`src/rtl/aes_cbc_stream_ctrl.sv`:
```
// Stream front-end for an iterative AES-128 core: ECB/CBC chaining around a
// start/ready core handshake, one block in flight, valid/ready on both sides.
module aes_cbc_stream_ctrl #(
  parameter int WAIT_LIMIT = 1023,
  parameter int CNT_W      = 10
) (
  input  logic         clk,
  input  logic         rst_n,
  input  logic         cfg_load,
  input  logic [127:0] cfg_iv,
  input  logic [127:0] cfg_key,
  input  logic         cfg_cbc,
  input  logic         cfg_enc,
  input  logic         in_valid,
  output logic         in_ready,
  input  logic [127:0] in_data,
  input  logic         in_last,
  output logic         out_valid,
  input  logic         out_ready,
  output logic [127:0] out_data,
  output logic         out_last,
  output logic         core_start,
  output logic         core_enc_dec,
  output logic [127:0] core_data_in,
  output logic [127:0] core_key_in,
  input  logic [127:0] core_data_out,
  input  logic         core_ready,
  output logic         busy,
  output logic         err_timeout
);

  typedef enum logic [2:0] {
    S_IDLE  = 3'd0,
    S_ISSUE = 3'd1,
    S_WAIT  = 3'd2,
    S_OUT   = 3'd3,
    S_ERR   = 3'd4
  } state_t;

  state_t           state_r;
  logic [127:0]     chain_r;
  logic [127:0]     saved_in_r;
  logic             cbc_r;
  logic             last_r;
  logic             live_r;
  logic [CNT_W-1:0] wait_cnt_r;

  // live_r keeps the input closed during reset and the cycle it is released
  assign in_ready = live_r && (state_r == S_IDLE) && !cfg_load && !core_ready;

  // Block sequencing, chaining and all registered outputs
  always_ff @(posedge clk or negedge rst_n) begin
    if (!rst_n) begin
      state_r      <= S_IDLE;
      chain_r      <= 128'd0;
      saved_in_r   <= 128'd0;
      cbc_r        <= 1'b0;
      last_r       <= 1'b0;
      live_r       <= 1'b0;
      wait_cnt_r   <= '0;
      out_valid    <= 1'b0;
      out_data     <= 128'd0;
      out_last     <= 1'b0;
      core_start   <= 1'b0;
      core_enc_dec <= 1'b1;
      core_data_in <= 128'd0;
      core_key_in  <= 128'd0;
      busy         <= 1'b0;
      err_timeout  <= 1'b0;
    end else begin
      live_r <= 1'b1;
      case (state_r)
        S_IDLE: begin
          if (cfg_load) begin
            chain_r     <= cfg_iv;
            err_timeout <= 1'b0;
          end else if (in_valid && in_ready) begin
            core_key_in  <= cfg_key;
            core_enc_dec <= cfg_enc;
            cbc_r        <= cfg_cbc;
            last_r       <= in_last;
            saved_in_r   <= in_data;
            core_data_in <= (cfg_cbc && cfg_enc) ? (in_data ^ chain_r) : in_data;
            core_start   <= 1'b1;
            busy         <= 1'b1;
            state_r      <= S_ISSUE;
          end
        end
        S_ISSUE: begin
          core_start <= 1'b0;
          wait_cnt_r <= '0;
          state_r    <= S_WAIT;
        end
        S_WAIT: begin
          if (core_ready) begin
            out_data  <= (cbc_r && !core_enc_dec) ? (core_data_out ^ chain_r) : core_data_out;
            out_valid <= 1'b1;
            out_last  <= last_r;
            // after a last block the IV reload happens on leaving S_OUT instead
            if (cbc_r && !last_r) begin
              chain_r <= core_enc_dec ? core_data_out : saved_in_r;
            end
            state_r <= S_OUT;
          end else if (wait_cnt_r == CNT_W'(WAIT_LIMIT)) begin
            err_timeout <= 1'b1;
            state_r     <= S_ERR;
          end else begin
            wait_cnt_r <= wait_cnt_r + CNT_W'(1);
          end
        end
        S_OUT: begin
          if (out_valid && out_ready) begin
            out_valid <= 1'b0;
          end
          if ((!out_valid || out_ready) && !core_ready) begin
            if (cbc_r && last_r) begin
              chain_r <= cfg_iv;
            end
            busy    <= 1'b0;
            state_r <= S_IDLE;
          end
        end
        S_ERR: begin
          out_valid <= 1'b0;
          if (cfg_load) begin
            chain_r     <= cfg_iv;
            err_timeout <= 1'b0;
            busy        <= 1'b0;
            state_r     <= S_IDLE;
          end
        end
        default: begin
          core_start <= 1'b0;
          out_valid  <= 1'b0;
          busy       <= 1'b0;
          state_r    <= S_IDLE;
        end
      endcase
    end
  end

endmodule

```
`config.mk`:
```
export PLATFORM = sky130hd
export DESIGN_NAME = aes_cbc_stream_ctrl
export DESIGN_NICKNAME = d
export VERILOG_FILES = /design/src/rtl/aes_cbc_stream_ctrl.sv
export SDC_FILE = /design/constraint.sdc
export NUM_CORES = 2
export LEC_CHECK = 0
export BUFFER_PORTS_ARGS = -buffer_cell sky130_fd_sc_hd__buf_2
export CORE_AREA = 2 2 356 358
export DETAILED_ROUTE_END_ITERATION = 7
export DIE_AREA = 0 0 358 360
export SYNTH_ARGS = -nofsm -noshare
export SYNTH_HDL_FRONTEND = slang
export SYNTH_SLANG_ARGS = --single-unit
```
`constraint.sdc`:
```
create_clock -name clk -period 3.5 [get_ports clk]
set_input_delay 0.35 -clock clk [delete_from_list [all_inputs] [get_ports clk]]
set_output_delay 0.35 -clock clk [all_outputs]
set_load 0.01 [all_outputs]
```
==> results.json <==
{
  "detail_route.first_pass.iterations": 5,
  "overflow": 0,
  "criticalPathCategory": "flop to flop",
  "synthDominantCellAreaShare_pct": 54.2,
  "port_buffers": 911,
  "clkSinkCount": 662,
  "fillerInstances": 12279,
  "tightest_slew_ns": 1.36,
  "fin_ws_ns": 0.889,
  "drt_iter0_drc": 1361,
  "endpoint_kind": "flop",
  "grt_use_total_pct": 18.0,
  "synthCells": 2581,
  "crit_path_max_fanout": 49,
  "syn_nets": 3103,
  "grt_pass1_vias": 26517,
  "synth_top_area_cell": "dfrtp_1",
  "min_path_type": "input pin to flop",
  "dp_slack_ns": 0.944,
  "layout.cells.most_common": "buf_2",
  "grt_antenna_before_repair": 28,
  "num_vias": 25078,
  "htreeDepth": 3,
  "cp_num_buf_inv": 2,
  "final_cell_mix": "910 x buf_2, 661 x dfrtp_1, 644 x mux2_2",
  "skew_ns": 0.0297,
  "wirelength_um": 119000,
  "viasPerCell": 4.41,
  "ios": 912,
  "clockBufferDepth": 3,
  "postRouteAntennaNets": 0,
  "power_density_nw_per_um2": 821,
  "grt_max_degree": 161,
  "synth_area_leaders": "dfrtp_1 54%, mux2_2 24%, xor2_1 7.4%",
  "ys_warn_count": 0,
  "globalplace.congestion": 0.878,
  "max_freq_ghz": 0.383,
  "setup_viol": 0,
  "finalHoldViolCount": 0,
  "ys_types": 34,
  "cts_buffers": 81,
  "wire_per_inst_um": 21.0,
  "area_delta_synth_final_pct": 46.7,
  "core_area_um2": 125000,
  "holdWs_ns": 0.0641,
  "cts_tree": "done",
  "slew_viol_final": 0,
  "maxSlewHeadroom_pct": 9.39,
  "synth_seq_area_share_pct": 54.3,
  "grt_pass1_wl_um": 173000,
  "p_total_uw": 36700,
  "status": "finished, final reports clean",
  "dp_hpwl_um": 85000,
  "die_height_um": 360,
  "cap_violations": 0,
  "required_ns": 4.05,
  "rsz0062_at_grt": "no",
  "start_kind": "flop",
  "crit_chain": "nor2b_1 -> a32oi_1 -> o31ai_4 -> buf_12 -> buf_12 -> mux2_2",
  "crit_family": "flip-flops",
  "arrival_ns": 3.16,
  "clk_pin_slew_ns": 0.06,
  "fin_crit_ns": 2.61,
  "ys_ff_latch": 662,
  "netlist_area_um2": 30500,
  "cts_root_buf": "clkbuf_16",
  "crit_top_cell": "buf_12",
  "setup-tns-final_ns": 0,
  "power.leakage_uw": 0.0206,
  "route.detailed.drc": 0,
  "syn_avg_cell_area_um2": 11.8,
  "slowest_delay_ns": 0.58,
  "peakVddDrop_v": 0.000621,
  "critPathSlowestCell": "dfrtp_1",
  "start_util_pct": 24.4,
  "die_w_um": 358,
  "rows": 130,
  "fin_nets": 4479,
  "layout-drive-gt1-share_pct": 43.4,
  "ctsResizeCount": 0,
  "finalCritPeriodShare_pct": 74.6,
  "die_area_um2": 129000,
  "insertion_delay_ns": 0.69
}
## area by class of cell
cell class | count | area, µm² | area share [%]
Antenna cell | 13 | 32.5 | 0.0727
Timing Repair Buffer | 1452 | 10100 | 22.7
Multi-Input combinational cell | 1751 | 13200 | 29.6
Clock buffer | 122 | 2430 | 5.44
Sequential cell | 662 | 16600 | 37.0
Tap cell | 1650 | 2060 | 4.61
Inverter | 9 | 33.8 | 0.0755
Clock inverter | 22 | 225 | 0.503
## metrics by stage
stage | std cells | utilization [%] | area (µm²)
2_1_floorplan | 2581 | - | 30500
3_3_place_gp | 5038 | 29.8 | 37200
3_5_place_dp | 5038 | 29.8 | 37200
4_1_cts | 5668 | 35.8 | 44700
5_1_grt | 5677 | 35.8 | 44700
6_report | 5681 | 35.8 | 44700
## state kept, by name (all words and copies together) (netlist names), 3 cells and up
register,count
wait_cnt_r,10
saved_in_r,128
chain_r,128
state_r,3
out_data,128
core_key_in,128
core_data_in,128
## layer usage
| layer | part of all wire [%] | wire length, µm | up-vias | GRT usage, % |
|---|---|---|---|---|
| met4 | 5.2 | 6200 | 16 | 8.84 |
| met2 | 49 | 57900 | 880 | 30.7 |
| met3 | 6.3 | 7560 | 260 | 4.49 |
| met1 | 40 | 47600 | 12420 | 21.0 |
| met5 | 0.091 | 108 | - | 0 |
| li1 | - | - | 11502 | - |
## where the power goes
part | switching (µW) | internal [µW] | total (µW)
Sequential | 2180 | 11200 | 13400
Clock | 3540 | 4960 | 8500
Combinational | 7650 | 7220 | 14900
## synthesized netlist by cell type
library cell  instances
nor3_1                2
buf_1                18
or3b_2                1
nor4_2                1
buf_6                 1
and4b_1               1
xor2_1              257
inv_1                 9
or2_2                 1
nor2b_1               3
mux2i_1               4
nand4_1               5
o31ai_1               5
a31oi_1               1
a32oi_1               1
and2_1                1
nand2_1             394
nor4b_4               1
and3_1                2
o211ai_1              2
mux2_2              644
nand3_1               5
dfstp_2               1
nand2b_1              2
conb_1                1
or4_1                 2
clkbuf_1             70
dfrtp_1             661
or4b_1                1
o21ai_0             138
ha_1                  1
buf_2                70
a21oi_1             137
nor2_1              138
## worst reg2reg max path: stages (launching register included)
cell	delay, ns
dfrtp_1	0.58
nor2b_1	0.34
a32oi_1	0.19
o31ai_4	0.33
buf_12	0.22
buf_12	0.31
mux2_2	0.53
## final timing paths
path	startpoint	to	slack, ns	cells past startpoint
min in group asynchronous	rst_n	core_key_in[52]	0.29	2
max reg2reg	state_r[1]	chain_r[57]	0.89	6
max in group asynchronous	rst_n	chain_r[118]	2.13	3
max	state_r[1]	chain_r[57]	0.89	6
min reg2reg	core_data_in[29]	core_data_in[29]	0.47	2
min	core_data_out[6]	out_data[6]	0.06	3
## kinds of logic (layout without fill, tap and decap cells)
logic type / after synthesis / in the layout / synth area share (%)
AO/OA/AOI/OAI: 284 / 284 / 4.73
XOR/XNOR: 257 / 257 / 7.38
adder cells (fa/ha/maj): 1 / 1 / 0.0410
buffers and inverters: 168 / 1605 / 2.38
flip-flops: 662 / 662 / 54.3
multiplexers: 648 / 648 / 23.9
other: 1 / 14 / 0.0123
AND/OR/NAND/NOR: 560 / 560 / 7.21
## what timing repair did
item / in CTS / in global routing
buffers inserted: 0 / 0
endpoints found under the hold margin: 661 / 0
hold buffers: 486 / 0
Power figures use the tool's default switching activity.
